**config.mk**
```make
export PLATFORM = sky130hd
export DESIGN_NAME = line_mem_loader
export DESIGN_NICKNAME = d
export VERILOG_FILES = /design/src/rtl/cnn_mem_pkg.sv /design/src/rtl/mod_counter.sv /design/src/rtl/line_mem_loader.sv
export SDC_FILE = /design/constraint.sdc
export NUM_CORES = 1
export LEC_CHECK = 0
export ABC_AREA = 0
export CAP_MARGIN = 30
export CELL_PAD_IN_SITES_DETAIL_PLACEMENT = 1
export CELL_PAD_IN_SITES_GLOBAL_PLACEMENT = 1
export CORE_MARGIN = 2
export CORE_UTILIZATION = 30
export CTS_BUF_LIST = sky130_fd_sc_hd__clkbuf_16
export CTS_CLUSTER_SIZE = 24
export DETAILED_ROUTE_END_ITERATION = 8
export GPL_TIMING_DRIVEN = 0
export PLACE_DENSITY_LB_ADDON = 0.12
export RECOVER_POWER = 50
export SYNTH_ARGS = -nofsm -noshare
export SYNTH_HDL_FRONTEND = slang
export SYNTH_SLANG_ARGS = --single-unit
```
**constraint.sdc**
```tcl
create_clock -name clk -period 4.7 [get_ports clk]
set_input_delay 0.94 -clock clk [delete_from_list [all_inputs] [get_ports clk]]
set_output_delay 0.94 -clock clk [all_outputs]
set_load 0.02 [all_outputs]
```
**src/rtl/cnn_mem_pkg.sv**
```systemverilog
// Shared definitions for the CNN line-memory datapath.
//   - Default word width, line length and address width for the 1-D line memory.
//   - Write-side sequencer state encoding (FILL, DRAIN, PRESENT, DUMP).
package cnn_mem_pkg;

  localparam int DW_DEF       = 16;
  localparam int MEM_SIZE_DEF = 10;
  localparam int MEM_ADDR_DEF = 4;
  localparam int CNT_W_DEF    = 8;

  typedef enum logic [1:0] {
    FILL    = 2'd0,
    DRAIN   = 2'd1,
    PRESENT = 2'd2,
    DUMP    = 2'd3
  } loader_state_e;

endpackage

```
**src/rtl/mod_counter.sv**
```systemverilog
// Wrapping up-counter with terminal flag.
//   Counts 0..LAST on each enabled cycle, then wraps to 0; never exceeds LAST.
// Ports:
//   clk     in   clock, rising edge
//   reset   in   asynchronous, active-low
//   en_i    in   advance the count this cycle
//   cnt_o   out  current count
//   last_o  out  count is at LAST (next enabled cycle wraps to 0)
module mod_counter #(
  parameter int W    = 4,
  parameter int LAST = 9
) (
  input  logic         clk,
  input  logic         reset,
  input  logic         en_i,
  output logic [W-1:0] cnt_o,
  output logic         last_o
);

  localparam logic [W-1:0] LAST_V = W'(LAST);

  logic [W-1:0] cnt_q;
  logic [W-1:0] cnt_d;

  assign last_o = (cnt_q == LAST_V);
  assign cnt_o  = cnt_q;

  always_comb begin
    cnt_d = cnt_q;
    if (en_i) begin
      cnt_d = last_o ? '0 : cnt_q + 1'b1;
    end
  end

  always_ff @(posedge clk or negedge reset) begin
    if (!reset) begin
      cnt_q <= '0;
    end else begin
      cnt_q <= cnt_d;
    end
  end

endmodule

```
**src/rtl/line_mem_loader.sv**
```systemverilog
// Write-side sequencer for the 1-D line memory feeding the conv stage.
//   Fills MEM_SIZE consecutive addresses from a valid/ready pixel stream, presents
//   the full line via the memory wide-read enable until the conv stage acks, then
//   refills. When idle at the start of a line it can also dump the stored line
//   word-by-word over the memory chip-read port.
// Ports:
//   clk, reset        clock (rising) / asynchronous active-low reset
//   s_data/s_valid    input pixel stream, s_ready back-pressure (combinational)
//   mem_data_in       write data to line memory (registered)
//   mem_in_add        write address (registered) or chip-read address during a dump
//   mem_wr_en         write strobe, one cycle after the accept
//   mem_rd_en         wide-read enable while the line is presented
//   mem_chiprd_en     single-word read enable during a dump
//   mem_chip_data     single-word read data from memory (combinational from mem_in_add)
//   line_valid        full line on the wide bus; line_ack consumes it
//   dump_req          request a dump; honoured only in FILL with no partial line
//   dump_data/valid   dumped words, one pulse per word, no gaps
//   busy              not idle at the start of a line
//   line_cnt          lines acknowledged since reset, wraps
module line_mem_loader
  import cnn_mem_pkg::*;
#(
  parameter int DW       = DW_DEF,
  parameter int MEM_SIZE = MEM_SIZE_DEF,
  parameter int MEM_ADDR = MEM_ADDR_DEF,
  parameter int CNT_W    = CNT_W_DEF
) (
  input  logic                 clk,
  input  logic                 reset,
  input  logic signed [DW-1:0] s_data,
  input  logic                 s_valid,
  output logic                 s_ready,
  output logic signed [DW-1:0] mem_data_in,
  output logic [MEM_ADDR-1:0]  mem_in_add,
  output logic                 mem_wr_en,
  output logic                 mem_rd_en,
  output logic                 mem_chiprd_en,
  input  logic signed [DW-1:0] mem_chip_data,
  output logic                 line_valid,
  input  logic                 line_ack,
  input  logic                 dump_req,
  output logic signed [DW-1:0] dump_data,
  output logic                 dump_valid,
  output logic                 busy,
  output logic [CNT_W-1:0]     line_cnt
);

  loader_state_e state_q, state_d;

  logic [MEM_ADDR-1:0] wr_ptr;
  logic                wr_last;
  logic [MEM_ADDR-1:0] dump_idx;
  logic                dump_last;

  logic                 accept;
  logic                 dump_go;
  logic                 in_dump;

  logic                 wr_en_q, wr_en_d;
  logic [MEM_ADDR-1:0]  add_q, add_d;
  logic signed [DW-1:0] data_q, data_d;
  logic                 lv_q, lv_d;
  logic [CNT_W-1:0]     cnt_q, cnt_d;
  logic                 dv_q, dv_d;
  logic signed [DW-1:0] dd_q, dd_d;

  // A pending dump request blocks the stream even mid-line; it only starts a
  // dump once no partial line is held.
  assign s_ready = (state_q == FILL) && !dump_req;
  assign accept  = s_valid && s_ready;
  assign dump_go = (state_q == FILL) && dump_req && (wr_ptr == '0);
  assign in_dump = (state_q == DUMP);

  mod_counter #(.W(MEM_ADDR), .LAST(MEM_SIZE - 1)) u_wr_ptr (
    .clk    (clk),
    .reset  (reset),
    .en_i   (accept),
    .cnt_o  (wr_ptr),
    .last_o (wr_last)
  );

  mod_counter #(.W(MEM_ADDR), .LAST(MEM_SIZE - 1)) u_dump_idx (
    .clk    (clk),
    .reset  (reset),
    .en_i   (in_dump),
    .cnt_o  (dump_idx),
    .last_o (dump_last)
  );

  always_comb begin
    state_d = state_q;
    unique case (state_q)
      FILL: begin
        if (dump_go) begin
          state_d = DUMP;
        end else if (accept && wr_last) begin
          state_d = DRAIN;
        end
      end
      DRAIN:   state_d = PRESENT;
      PRESENT: if (line_ack) state_d = FILL;
      DUMP:    if (dump_last) state_d = FILL;
      default: state_d = FILL;
    endcase
  end

  always_comb begin
    wr_en_d = accept;
    add_d   = accept ? wr_ptr : add_q;
    data_d  = accept ? s_data : data_q;
    // Rises on leaving DRAIN so the line is only shown after its last write lands.
    lv_d    = (state_q == DRAIN) || ((state_q == PRESENT) && !line_ack);
    cnt_d   = ((state_q == PRESENT) && line_ack) ? cnt_q + 1'b1 : cnt_q;
    dv_d    = in_dump;
    dd_d    = in_dump ? mem_chip_data : dd_q;
  end

  // ---- register stage: state and registered outputs ----
  always_ff @(posedge clk or negedge reset) begin
    if (!reset) begin
      state_q <= FILL;
      wr_en_q <= 1'b0;
      add_q   <= '0;
      data_q  <= '0;
      lv_q    <= 1'b0;
      cnt_q   <= '0;
      dv_q    <= 1'b0;
      dd_q    <= '0;
    end else begin
      state_q <= state_d;
      wr_en_q <= wr_en_d;
      add_q   <= add_d;
      data_q  <= data_d;
      lv_q    <= lv_d;
      cnt_q   <= cnt_d;
      dv_q    <= dv_d;
      dd_q    <= dd_d;
    end
  end

  // The chip-read port shares the address bus; during a dump the live index
  // drives it so read data is captured one cycle later.
  assign mem_in_add    = in_dump ? dump_idx : add_q;
  assign mem_chiprd_en = in_dump;
  assign mem_data_in   = data_q;
  assign mem_wr_en     = wr_en_q;
  assign mem_rd_en     = lv_q;
  assign line_valid    = lv_q;
  assign dump_data     = dd_q;
  assign dump_valid    = dv_q;
  assign line_cnt      = cnt_q;
  assign busy          = (state_q != FILL) || (wr_ptr != '0);

endmodule

```
==> out/metrics.cfg <==
[run_status]
status=complete, but fails checks
violations=max-capacitance violations, max-slew violations

[synthesis]
syn-cell-area_mm2=0.00233
yosys.area.top_type=dfrtp_1
syn_inst=167
avgSynthCellArea_um2=14.0
ys_seq_area_share_pct=61.1
synth_fp_nets=205
synth_seq_cells=57
synth_top_area_share_pct=61.1
synth_cell_types=31
yosys-top-cells-area=dfrtp_1, mux2_2, mux2_1
yosysWarningCount=0

[cells_and_area]
stdcell_area_mm2=0.00364
area_growth_pct=55.9
nets=304
drive_above_1_share_pct=19.2
antennaDiodeCount=0

[floorplanning]
die_w_um=92.2
die_y_um=92.2
die_area_mm2=0.00850
num_io_pins=88
num_rows=32
core_mm2=0.00765
initial_core_util_pct=30.5

[routing]
ant_nets=0
drt_iter0_markers=41
wl_met2_um=2470
post_drt_via_cell_ratio=4.48
wl_per_cell_um=14.2
firstDrtPassIters=4
wl_met1_um=2320
wirelength_um=5300
vias=1670
wl_met3_um=444
route.detailed.drc=0
maxUsedRoutingLayer=met4

[global_routing]
overflow=0
antenna_found_initial=0
grt_start_max_net_pins=34
grt.total_usage_pct=13.7
grt_pass1_vias=1828
grt_pass1_wl_um=8990

[clock_tree]
cts_buffers=9
cts_resized=0
cts_setup_buffers=0
clk_path_buf_depth=2
tritoncts=done
cts.clk_slew.worst_paths_ns=0.05
cts-root-buf=clkbuf_16
cts_htree_levels=3
clk_latency_ns=0.31
clkSinkCount=57
hold_buffers=0

[flow_run]
cap_viol_max_count=1

[worst_hold_path]
hp-class=register to register

[sta]
drv_slew=34
final.setup_skew_ns=0.00377
setup-violations-final=0
fin_setup_tns_ns=0
fmax_mhz=272
hold_violations=0
slew_headroom_pct=-19.0
finalWorstPathRequiredPeriod_ns=3.68
tightestPinTransition_ns=1.78
grt_setup_unrepaired=no
fin_crit_sh_pct=78.2

[power_and_ir_drop]
leakagePower_nw=1.55
power_mw=2.50
power.density_mw_per_mm2=688
ir_worst_vdd_uv=248

[setup_path]
critPathKind=register to primary output
critPathCaptureType=primary output
path_cells=clkbuf_1 > nand2_1 > inv_1 > clkbuf_1 > mux2_2 > clkdlybuf4s50_1
cpMostUsedCell=clkbuf_1
slowest_stage=clkdlybuf4s50_1
startpoint_type=register
path_delay_family=buffers and inverters
arrival_ns=2.74
slowest_delay_ns=0.55
path_buf_inv=4
cp.required_ns=3.76
cp_max_fo=11

[placement]
port_buffers=87
dp_hpwl_um=3860
placed_area_mm2=0.00335
gp_congestion=0.691

## placed cells by master (no fill, tap or decap), types with 2 or more instances in the layout
cell	instances
mux2_2	32
nor3_1	3
xnor2_1	6
and3_1	2
clkinv_1	2
clkinvlp_4	2
nor2b_1	4
dfrtp_1	57
clkdlybuf4s50_1	85
clkbuf_1	5
nand3_1	6
nand2b_1	2
bufinv_16	2
inv_1	5
xor2_1	5
a21oi_1	2
nand2_1	8
o21ai_0	5
clkbuf_16	9
buf_4	3
nor2_1	4
mux2_1	7
## state kept, by name, summed over array words and instances (netlist names)
| name | flops |
|---|---|
| dump_data | 16 |
| mem_data_in | 16 |
| line_cnt | 8 |
| add_q | 4 |
| u_dump_idx.cnt_o | 4 |
| u_wr_ptr.cnt_o | 4 |
| state_q | 2 |
| dump_valid | 1 |
| line_valid | 1 |
| mem_wr_en | 1 |
## cells by family after synthesis
logic type | synth area share (%)
flip-flops | 61.1
XOR/XNOR | 4.13
buffers and inverters | 2.73
adder cells (fa/ha/maj) | 0.536
AO/OA/AOI/OAI | 3.59
multiplexers | 18.8
AND/OR/NAND/NOR | 9.06
## Yosys cell counts (all sizes together)
cell     n
nor4     1
buf      7
o41ai    1
nand4    1
a31o     1
or4bb    1
and3     2
and4b    1
inv      4
nor3     3
a21oi    2
nor4b    1
ha       1
nor2     4
a22o     1
or3      1
a32oi    1
dfrtp   57
nand3b   1
nand2    8
o22ai    1
nor2b    4
o21ai    5
mux2    39
nand3    6
xnor2    6
nand2b   2
xor2     5
## per-stage QoR
step	worst slack (ns)	cells	utilization [%]	hold WS (ns)
CTS	1.43	373	47.8	0.468
global placement	0.752	356	43.6	0.456
global route	0.807	373	47.6	0.480
finish	1.02	373	47.6	0.464
detailed placement	1.52	357	43.8	0.457
floorplan	2.34	167	-	0.474
## routing by layer
metal | vias up | GRT usage [%]
li1 | 783 | -
met1 | 822 | 17.0
met2 | 60 | 20.8
met3 | 5 | 6.33
met4 | 0 | 5.22
met5 | - | 0
## path summary, 6_finish.rpt
check	from	end	slack, ns	cells past startpoint
setup / recovery	state_q[0]$_DFFE_PN0P_	mem_in_add[2]	1.02	6
hold / removal	line_cnt[7]$_DFFE_PN0P_	line_cnt[7]$_DFFE_PN0P_	0.46	1
setup reg to reg	state_q[0]$_DFFE_PN0P_	dump_data[7]$_DFFE_PN0P_	2.68	5
hold reg to reg	line_cnt[7]$_DFFE_PN0P_	line_cnt[7]$_DFFE_PN0P_	0.46	1
max in group asynchronous	reset	u_dump_idx.cnt_o[3]$_DFFE_PN0P_	1.51	2
min in group asynchronous	reset	mem_data_in[7]$_DFFE_PN0P_	0.91	1
## where the power goes
group	total, mW	switching, mW	internal [mW]
registers	0.842	0.145	0.698
logic	0.987	0.459	0.528
clock network	0.671	0.214	0.457
total	2.50	0.818	1.68
## final cells by class
type                            instances  area (µm²)
Tap cell                              102         128
Clock inverter                          7        86.3
Fill cell                             799        4010
Sequential cell                        57        1430
Inverter                                4        15.0
Clock buffer                            9         225
Multi-Input combinational cell         99         843
Buffer                                  7        45.0
Timing Repair Buffer                   88         868
Power figures use the tool's default switching activity.
